`config.mk`:
```
export PLATFORM = sky130hd
export DESIGN_NAME = axis_rx_frame_arbiter
export DESIGN_NICKNAME = d
export VERILOG_FILES = /design/src/rtl/axis_rx_frame_arbiter_pkg.sv /design/src/rtl/axis_rx_frame_arbiter_rr_picker.sv /design/src/rtl/axis_rx_frame_arbiter.sv
export SDC_FILE = /design/constraint.sdc
export NUM_CORES = 1
export LEC_CHECK = 0
export CAP_MARGIN = 30
export CORE_MARGIN = 2
export CORE_UTILIZATION = 37
export CTS_CLUSTER_DIAMETER = 50
export DETAILED_ROUTE_END_ITERATION = 8
export PLACE_DENSITY = 0.81
export SLEW_MARGIN = 20
export SYNTH_ARGS = -nofsm -noshare
export SYNTH_HDL_FRONTEND = slang
export SYNTH_HIERARCHICAL = 1
export SYNTH_SLANG_ARGS = --single-unit
```
`constraint.sdc`:
```
create_clock -name axis_clk -period 1.86 [get_ports axis_clk]
set_input_delay 0.372 -clock axis_clk [delete_from_list [all_inputs] [get_ports axis_clk]]
set_output_delay 0.372 -clock axis_clk [all_outputs]
set_load 0.01 [all_outputs]
```
`src/rtl/axis_rx_frame_arbiter_pkg.sv`:
```
// ---------------------------------------------------------------------------
// axis_rx_frame_arbiter_pkg
// Shared definitions for the frame-level AXI-Stream RX arbiter:
//   - arb_state_e   : two-state arbiter FSM encoding (IDLE / PASS)
//   - ARB_MAX_PORTS : largest supported number of requesting sources
//   - rr_candidate  : port visited at step k of a round-robin search
// ---------------------------------------------------------------------------
package axis_rx_frame_arbiter_pkg;

  localparam int ARB_MAX_PORTS = 4;

  typedef enum logic {
    ARB_IDLE = 1'b0,
    ARB_PASS = 1'b1
  } arb_state_e;

  // Port examined at search step k when the last winner was ptr:
  // ptr+1, ptr+2, ... wrapping modulo n.
  function automatic int rr_candidate(input int ptr, input int k, input int n);
    return (ptr + 1 + k) % n;
  endfunction

endpackage : axis_rx_frame_arbiter_pkg

```
`src/rtl/axis_rx_frame_arbiter_rr_picker.sv`:
```
// ---------------------------------------------------------------------------
// axis_rx_frame_arbiter_rr_picker
// Combinational round-robin picker. Given a request vector and the index of
// the previous winner, returns a one-hot grant for the first requester found
// searching ptr+1, ptr+2, ... (mod NUM_PORTS). All-zero when nobody requests.
// Ports:
//   req_i  [NUM_PORTS]  request per port
//   ptr_i  [PTR_W]      index of the last granted port
//   gnt_o  [NUM_PORTS]  one-hot grant (0 when req_i == 0)
// ---------------------------------------------------------------------------
module axis_rx_frame_arbiter_rr_picker
  import axis_rx_frame_arbiter_pkg::*;
#(
  parameter int NUM_PORTS = 2,
  parameter int PTR_W     = 2
) (
  input  logic [NUM_PORTS-1:0] req_i,
  input  logic [PTR_W-1:0]     ptr_i,
  output logic [NUM_PORTS-1:0] gnt_o
);

  logic found;

  // Walk the priority order; the first requester met along the way wins.
  always_comb begin
    gnt_o = '0;
    found = 1'b0;
    for (int k = 0; k < NUM_PORTS; k++) begin
      for (int p = 0; p < NUM_PORTS; p++) begin
        if (!found && req_i[p] && (rr_candidate(int'(ptr_i), k, NUM_PORTS) == p)) begin
          gnt_o[p] = 1'b1;
          found    = 1'b1;
        end
      end
    end
  end

endmodule : axis_rx_frame_arbiter_rr_picker

```
`src/rtl/axis_rx_frame_arbiter.sv`:
```
// ---------------------------------------------------------------------------
// axis_rx_frame_arbiter
// Frame-level round-robin arbiter sharing one AXI-Stream sink between
// NUM_PORTS RX sources. A source is granted for a whole frame; the grant is
// released when its tlast beat is accepted, followed by one arbitration
// cycle. The output is a single registered stage; m_axis_tid carries the
// index of the source that produced each beat.
// Ports:
//   axis_clk, axis_a_rst_n   clock (rising edge), async active-low reset
//   enable_i                 1 = new grants allowed; 0 = finish frame, then idle
//   s_axis_t*                packed per-source AXI-Stream inputs
//   s_axis_tready            per-source ready, only the granted bit may be 1
//   m_axis_t*                registered AXI-Stream output with tid
//   grant_o                  one-hot current grant, 0 while idle
// ---------------------------------------------------------------------------
module axis_rx_frame_arbiter
  import axis_rx_frame_arbiter_pkg::*;
#(
  parameter  int NUM_PORTS         = 2,
  parameter  int STREAM_DATA_WIDTH = 32,
  parameter  int ID_WIDTH          = 2,
  localparam int TKEEP_WIDTH       = STREAM_DATA_WIDTH / 8
) (
  input  logic                                   axis_clk,
  input  logic                                   axis_a_rst_n,
  input  logic                                   enable_i,
  input  logic [NUM_PORTS*STREAM_DATA_WIDTH-1:0] s_axis_tdata,
  input  logic [NUM_PORTS*TKEEP_WIDTH-1:0]       s_axis_tkeep,
  input  logic [NUM_PORTS-1:0]                   s_axis_tvalid,
  input  logic [NUM_PORTS-1:0]                   s_axis_tlast,
  output logic [NUM_PORTS-1:0]                   s_axis_tready,
  output logic [STREAM_DATA_WIDTH-1:0]           m_axis_tdata,
  output logic [TKEEP_WIDTH-1:0]                 m_axis_tkeep,
  output logic                                   m_axis_tvalid,
  output logic                                   m_axis_tlast,
  output logic [ID_WIDTH-1:0]                    m_axis_tid,
  input  logic                                   m_axis_tready,
  output logic [NUM_PORTS-1:0]                   grant_o
);

  localparam int W  = STREAM_DATA_WIDTH;
  localparam int KW = TKEEP_WIDTH;

  // Illegal configurations stop elaboration.
  if (NUM_PORTS < 2 || NUM_PORTS > ARB_MAX_PORTS) begin : g_bad_num_ports
    $error("axis_rx_frame_arbiter: NUM_PORTS must be in 2..%0d", ARB_MAX_PORTS);
  end
  if (ID_WIDTH < $clog2(NUM_PORTS)) begin : g_bad_id_width
    $error("axis_rx_frame_arbiter: ID_WIDTH too small for NUM_PORTS");
  end
  if (W % 8 != 0 || W < 8) begin : g_bad_data_width
    $error("axis_rx_frame_arbiter: STREAM_DATA_WIDTH must be a non-zero multiple of 8");
  end

  // FSM / grant state
  arb_state_e           state_q, state_d;
  logic [NUM_PORTS-1:0] grant_q, grant_d;
  logic [ID_WIDTH-1:0]  gidx_q, gidx_d;
  logic [ID_WIDTH-1:0]  rr_ptr_q, rr_ptr_d;

  // Arbitration
  logic [NUM_PORTS-1:0] pick_gnt;
  logic [ID_WIDTH-1:0]  pick_idx;

  // Selected source beat
  logic [W-1:0]         in_data;
  logic [KW-1:0]        in_keep;
  logic                 in_valid;
  logic                 in_last;
  logic                 out_ready;
  logic                 in_accept;

  // Output register
  logic [W-1:0]         m_tdata_q, m_tdata_d;
  logic [KW-1:0]        m_tkeep_q, m_tkeep_d;
  logic                 m_tvalid_q, m_tvalid_d;
  logic                 m_tlast_q, m_tlast_d;
  logic [ID_WIDTH-1:0]  m_tid_q, m_tid_d;

  axis_rx_frame_arbiter_rr_picker #(
    .NUM_PORTS (NUM_PORTS),
    .PTR_W     (ID_WIDTH)
  ) u_picker (
    .req_i (s_axis_tvalid),
    .ptr_i (rr_ptr_q),
    .gnt_o (pick_gnt)
  );

  always_comb begin
    pick_idx = '0;
    for (int p = 0; p < NUM_PORTS; p++) begin
      if (pick_gnt[p]) pick_idx = ID_WIDTH'(p);
    end
  end

  // Per-port mux driven by the one-hot grant; all zero while idle.
  always_comb begin
    in_data  = '0;
    in_keep  = '0;
    in_valid = 1'b0;
    in_last  = 1'b0;
    for (int p = 0; p < NUM_PORTS; p++) begin
      if (grant_q[p]) begin
        in_data  = s_axis_tdata[p*W +: W];
        in_keep  = s_axis_tkeep[p*KW +: KW];
        in_valid = s_axis_tvalid[p];
        in_last  = s_axis_tlast[p];
      end
    end
  end

  // The output stage can take a beat when empty or when it drains this cycle.
  assign out_ready     = !m_tvalid_q || m_axis_tready;
  assign in_accept     = (state_q == ARB_PASS) && in_valid && out_ready;
  assign s_axis_tready = ((state_q == ARB_PASS) && out_ready) ? grant_q : '0;

  // Next-state: grant taken in IDLE, released on the accepted tlast beat.
  always_comb begin
    state_d  = state_q;
    grant_d  = grant_q;
    gidx_d   = gidx_q;
    rr_ptr_d = rr_ptr_q;
    unique case (state_q)
      ARB_IDLE: begin
        if (enable_i && (|s_axis_tvalid)) begin
          grant_d = pick_gnt;
          gidx_d  = pick_idx;
          state_d = ARB_PASS;
        end
      end
      ARB_PASS: begin
        // A source dropping tvalid mid-frame keeps its grant indefinitely.
        if (in_accept && in_last) begin
          rr_ptr_d = gidx_q;
          grant_d  = '0;
          state_d  = ARB_IDLE;
        end
      end
      default: begin
        grant_d = '0;
        state_d = ARB_IDLE;
      end
    endcase
  end

  // Output register: load on acceptance, otherwise drain when the sink is ready.
  always_comb begin
    m_tdata_d  = m_tdata_q;
    m_tkeep_d  = m_tkeep_q;
    m_tlast_d  = m_tlast_q;
    m_tid_d    = m_tid_q;
    m_tvalid_d = m_tvalid_q;
    if (in_accept) begin
      m_tdata_d  = in_data;
      m_tkeep_d  = in_keep;
      m_tlast_d  = in_last;
      m_tid_d    = gidx_q;
      m_tvalid_d = 1'b1;
    end else if (m_axis_tready) begin
      m_tvalid_d = 1'b0;
    end
  end

  // rr_ptr resets to the last port so that port 0 is searched first.
  always_ff @(posedge axis_clk or negedge axis_a_rst_n) begin
    if (!axis_a_rst_n) begin
      state_q    <= ARB_IDLE;
      grant_q    <= '0;
      gidx_q     <= '0;
      rr_ptr_q   <= ID_WIDTH'(NUM_PORTS - 1);
      m_tdata_q  <= '0;
      m_tkeep_q  <= '0;
      m_tvalid_q <= 1'b0;
      m_tlast_q  <= 1'b0;
      m_tid_q    <= '0;
    end else begin
      state_q    <= state_d;
      grant_q    <= grant_d;
      gidx_q     <= gidx_d;
      rr_ptr_q   <= rr_ptr_d;
      m_tdata_q  <= m_tdata_d;
      m_tkeep_q  <= m_tkeep_d;
      m_tvalid_q <= m_tvalid_d;
      m_tlast_q  <= m_tlast_d;
      m_tid_q    <= m_tid_d;
    end
  end

  assign m_axis_tdata  = m_tdata_q;
  assign m_axis_tkeep  = m_tkeep_q;
  assign m_axis_tvalid = m_tvalid_q;
  assign m_axis_tlast  = m_tlast_q;
  assign m_axis_tid    = m_tid_q;
  assign grant_o       = grant_q;

endmodule : axis_rx_frame_arbiter

```
==> results.json, run 1 <==
{
  "status": "finished, final reports clean",
  "cts_tree": "yes",
  "max_cap_viol_count": 0,
  "ys_seq_elements": 44,
  "fillers": 442,
  "r2r-start": "grant_o[1]$_DFFE_PN0P_",
  "start_util_pct": 38.51,
  "cts_buffers": 5,
  "final_cell_mix": "clkdlybuf4s50_1, nand2_1, dfrtp_1",
  "vias_per_cell": 4.917,
  "setup_slack_ns": 0.09459,
  "cts_max_level": 2,
  "ys_seq_area_share_pct": 55.69,
  "grt_max_degree": 64,
  "crit_required_ns": 1.49,
  "firstDrtPassIters": 4,
  "final_common_cell": "clkdlybuf4s50_1",
  "synth-compound-area-share_pct": 25.66,
  "synth_top_family_by_area": "compound AO/OA/AOI/OAI gates",
  "avgRoutedWirePerCell_um": 13.76,
  "netlist_area_um2": 1979,
  "synth_simple_gate_area_share_pct": 12.39,
  "ir_drop_mv": 0.7843,
  "synth_cells": 205,
  "start_kind": "input port",
  "rsz0062_at_grt": "no",
  "gr-total-overflow": 0,
  "fp.coreArea_um2": 5140,
  "root_buffer": "clkbuf_8",
  "r2r-end": "m_axis_tdata[18]$_DFFE_PN0P_",
  "final_nets": 408,
  "seq_area_um2": 1102,
  "cp_max_fo": 3,
  "ios": 124,
  "yosys-mux-area-fraction_pct": 0.5689,
  "rows": 26,
  "antenna_found_initial": 0,
  "ys_types": 26,
  "setup_viol": 0,
  "area_growth_pct": 71.11,
  "synth_fp_nets": 285,
  "drive_above_1_share_pct": 6.991,
  "grt_pass1_vias": 1885,
  "multi_input_comb_area_um2": 779.5,
  "drt_iter0_markers": 41,
  "drt_wl_total_um": 5490,
  "path_class": "input port to output pin",
  "grt_pass1_wl_um": 8811,
  "die_area_um2": 5951,
  "syn_avg_cell_area_um2": 9.656,
  "worstRegToRegCells": 5,
  "leakage_nw": 1.405,
  "dpl_worst_slack_ns": -0.1709,
  "hold_path_class": "input port to async pin",
  "grtUsageTotal_pct": 18.28,
  "synth_fa_ha_area_share_pct": 0,
  "worstPathArrival_ns": 1.39,
  "synth-xor-area-share_pct": 0,
  "rrSetupSlack_ns": 0.26,
  "hold_viol_final": 0,
  "worst_setup_path_end_kind": "output pin",
  "power_density_nw_per_um2": 1410,
  "vias": 1962,
  "die_w_um": 77.14,
  "period_needed_ns": 1.765,
  "yosys_warnings": 6,
  "die_h_um": 77.14,
  "final.setup_skew_ns": 0.008164,
  "cts_sinks": 44,
  "clkTransAtPathRegs_ns": 0.07,
  "gp_congestion": 0.7947,
  "cts.path.max_buffers": 2,
  "fmax_mhz": 566.4,
  "hpwlAfterDp_um": 4219,
  "utilization_pct": 65.90,
  "clk-insertion-delay-late_ns": 0.29,
  "ant_nets": 0,
  "diodes": 0,
  "port_buffers": 122,
  "drc": 0,
  "finalCritPeriodShare_pct": 94.91,
  "slew_viol_final": 0
}
-- cell type report --
cell class              instances  area share, %
repair buffers                134          39.23
well taps                      70          2.586
inverters                       2         0.2216
flip-flops and latches         44          32.55
clock buffers                   7          2.253
clock inverters                 1         0.1478
multi-input cells             141          23.01
-- synth_stat cells --
cell | instances | area [µm²]
a22oi_1 | 35 | 262.8
nor2b_1 | 1 | 6.260
o21ai_1 | 7 | 35.03
dfrtp_1 | 43 | 1076
conb_1 | 1 | 3.750
nand2_1 | 43 | 161.4
buf_6 | 3 | 33.78
clkbuf_1 | 10 | 37.54
dfstp_2 | 1 | 26.28
nor3b_1 | 1 | 7.510
and3_1 | 2 | 12.51
mux2_2 | 1 | 11.26
nand3b_1 | 1 | 7.510
and3b_1 | 1 | 8.760
nor2_1 | 6 | 22.52
and2_1 | 1 | 6.260
a21oi_1 | 2 | 10.01
buf_2 | 3 | 15.01
inv_1 | 2 | 7.510
o211ai_2 | 1 | 12.51
buf_4 | 2 | 15.01
a21boi_1 | 2 | 15.01
nand4_1 | 1 | 6.260
a21o_1 | 1 | 7.510
nand2b_1 | 1 | 6.260
o21ai_0 | 33 | 165.2
-- stage by stage --
stage	TNS, ns	total power, mW	instance area, µm²	std cells	hold slack [ns]
final	0	4.777	3387	399	0.04549
after global routing	0	5.144	3387	399	0.07539
after CTS	0	4.855	3387	399	0.04931
after detailed placement	-0.3170	4.298	3308	391	0.3588
after global placement	-0.2664	4.214	3308	391	0.3666
after floorplan	0	2.876	1979	205	0.07641
-- critical path, stage by stage --
cell and delay [ns]:
clkdlybuf4s50_1 0.39, nand2b_1 0.17, and3_1 0.19, dlygate4sd2_1 0.28
-- layer usage --
metal  vias up  global-route usage [%]  wire [µm]
met3         7                   6.118        414
met1       903                   21.61       2292
li1        976                       -          -
met2        76                   32.26       2720
met5         -                       0          0
met4         0                   3.750         61
-- repair_timing --
action | in CTS | in global routing
buffers inserted | 0 | 0
hold buffers | 0 | 0
gates resized for setup | 2 | 0
setup endpoints to repair | 2 | 0
-- how the worst max path moves through the flow --
| stage | end | cells after the start | from | slack [ns] |
|---|---|---|---|---|
| 6_report | s_axis_tready[0] | 4 | m_axis_tready | 0.09 |
| 5_1_grt | s_axis_tready[0] | 4 | m_axis_tready | 0.04 |
| 4_1_cts | s_axis_tready[0] | 4 | m_axis_tready | 0.08 |
| 3_5_place_dp | s_axis_tready[0] | 4 | m_axis_tready | -0.17 |
| 3_3_place_gp | s_axis_tready[1] | 4 | m_axis_tready | -0.13 |
| 2_1_floorplan | rr_ptr_q[0]$_DFFE_PN1P_ | 5 | grant_o[1]$_DFFE_PN0P_ | 0.37 |
-- power by group --
group	switching, mW	leakage (nW)	internal, mW
logic	1.17	0.780	1.35
clock network	0.291	0.0422	0.263
registers	0.275	0.583	1.43
total	1.74	1.40	3.04
-- state kept, by name, indices dropped and copies added, names as in the netlist --
signal         cells
gidx_q             1
m_axis_tkeep       4
state_q            1
m_axis_tid         1
rr_ptr_q           1
grant_o            2
m_axis_tvalid      1
m_axis_tdata      32
m_axis_tlast       1
-- logic make-up after synthesis --
| group | after synthesis |
|---|---|
| AO/OA/AOI/OAI | 81 |
| AND/OR/NAND/NOR | 58 |
| flip-flops | 44 |
| buffers and inverters | 20 |
| multiplexers | 1 |
| other | 1 |
Note: power is estimated with default switching activity, not from simulation.
==> run 2, diff against run 1 <==
Settings changed: ABC_CLOCK_PERIOD_IN_PS set to 1860.
==> results of run 2 <==
No change in the layout: final DEF, timing and power equal those of run 1.
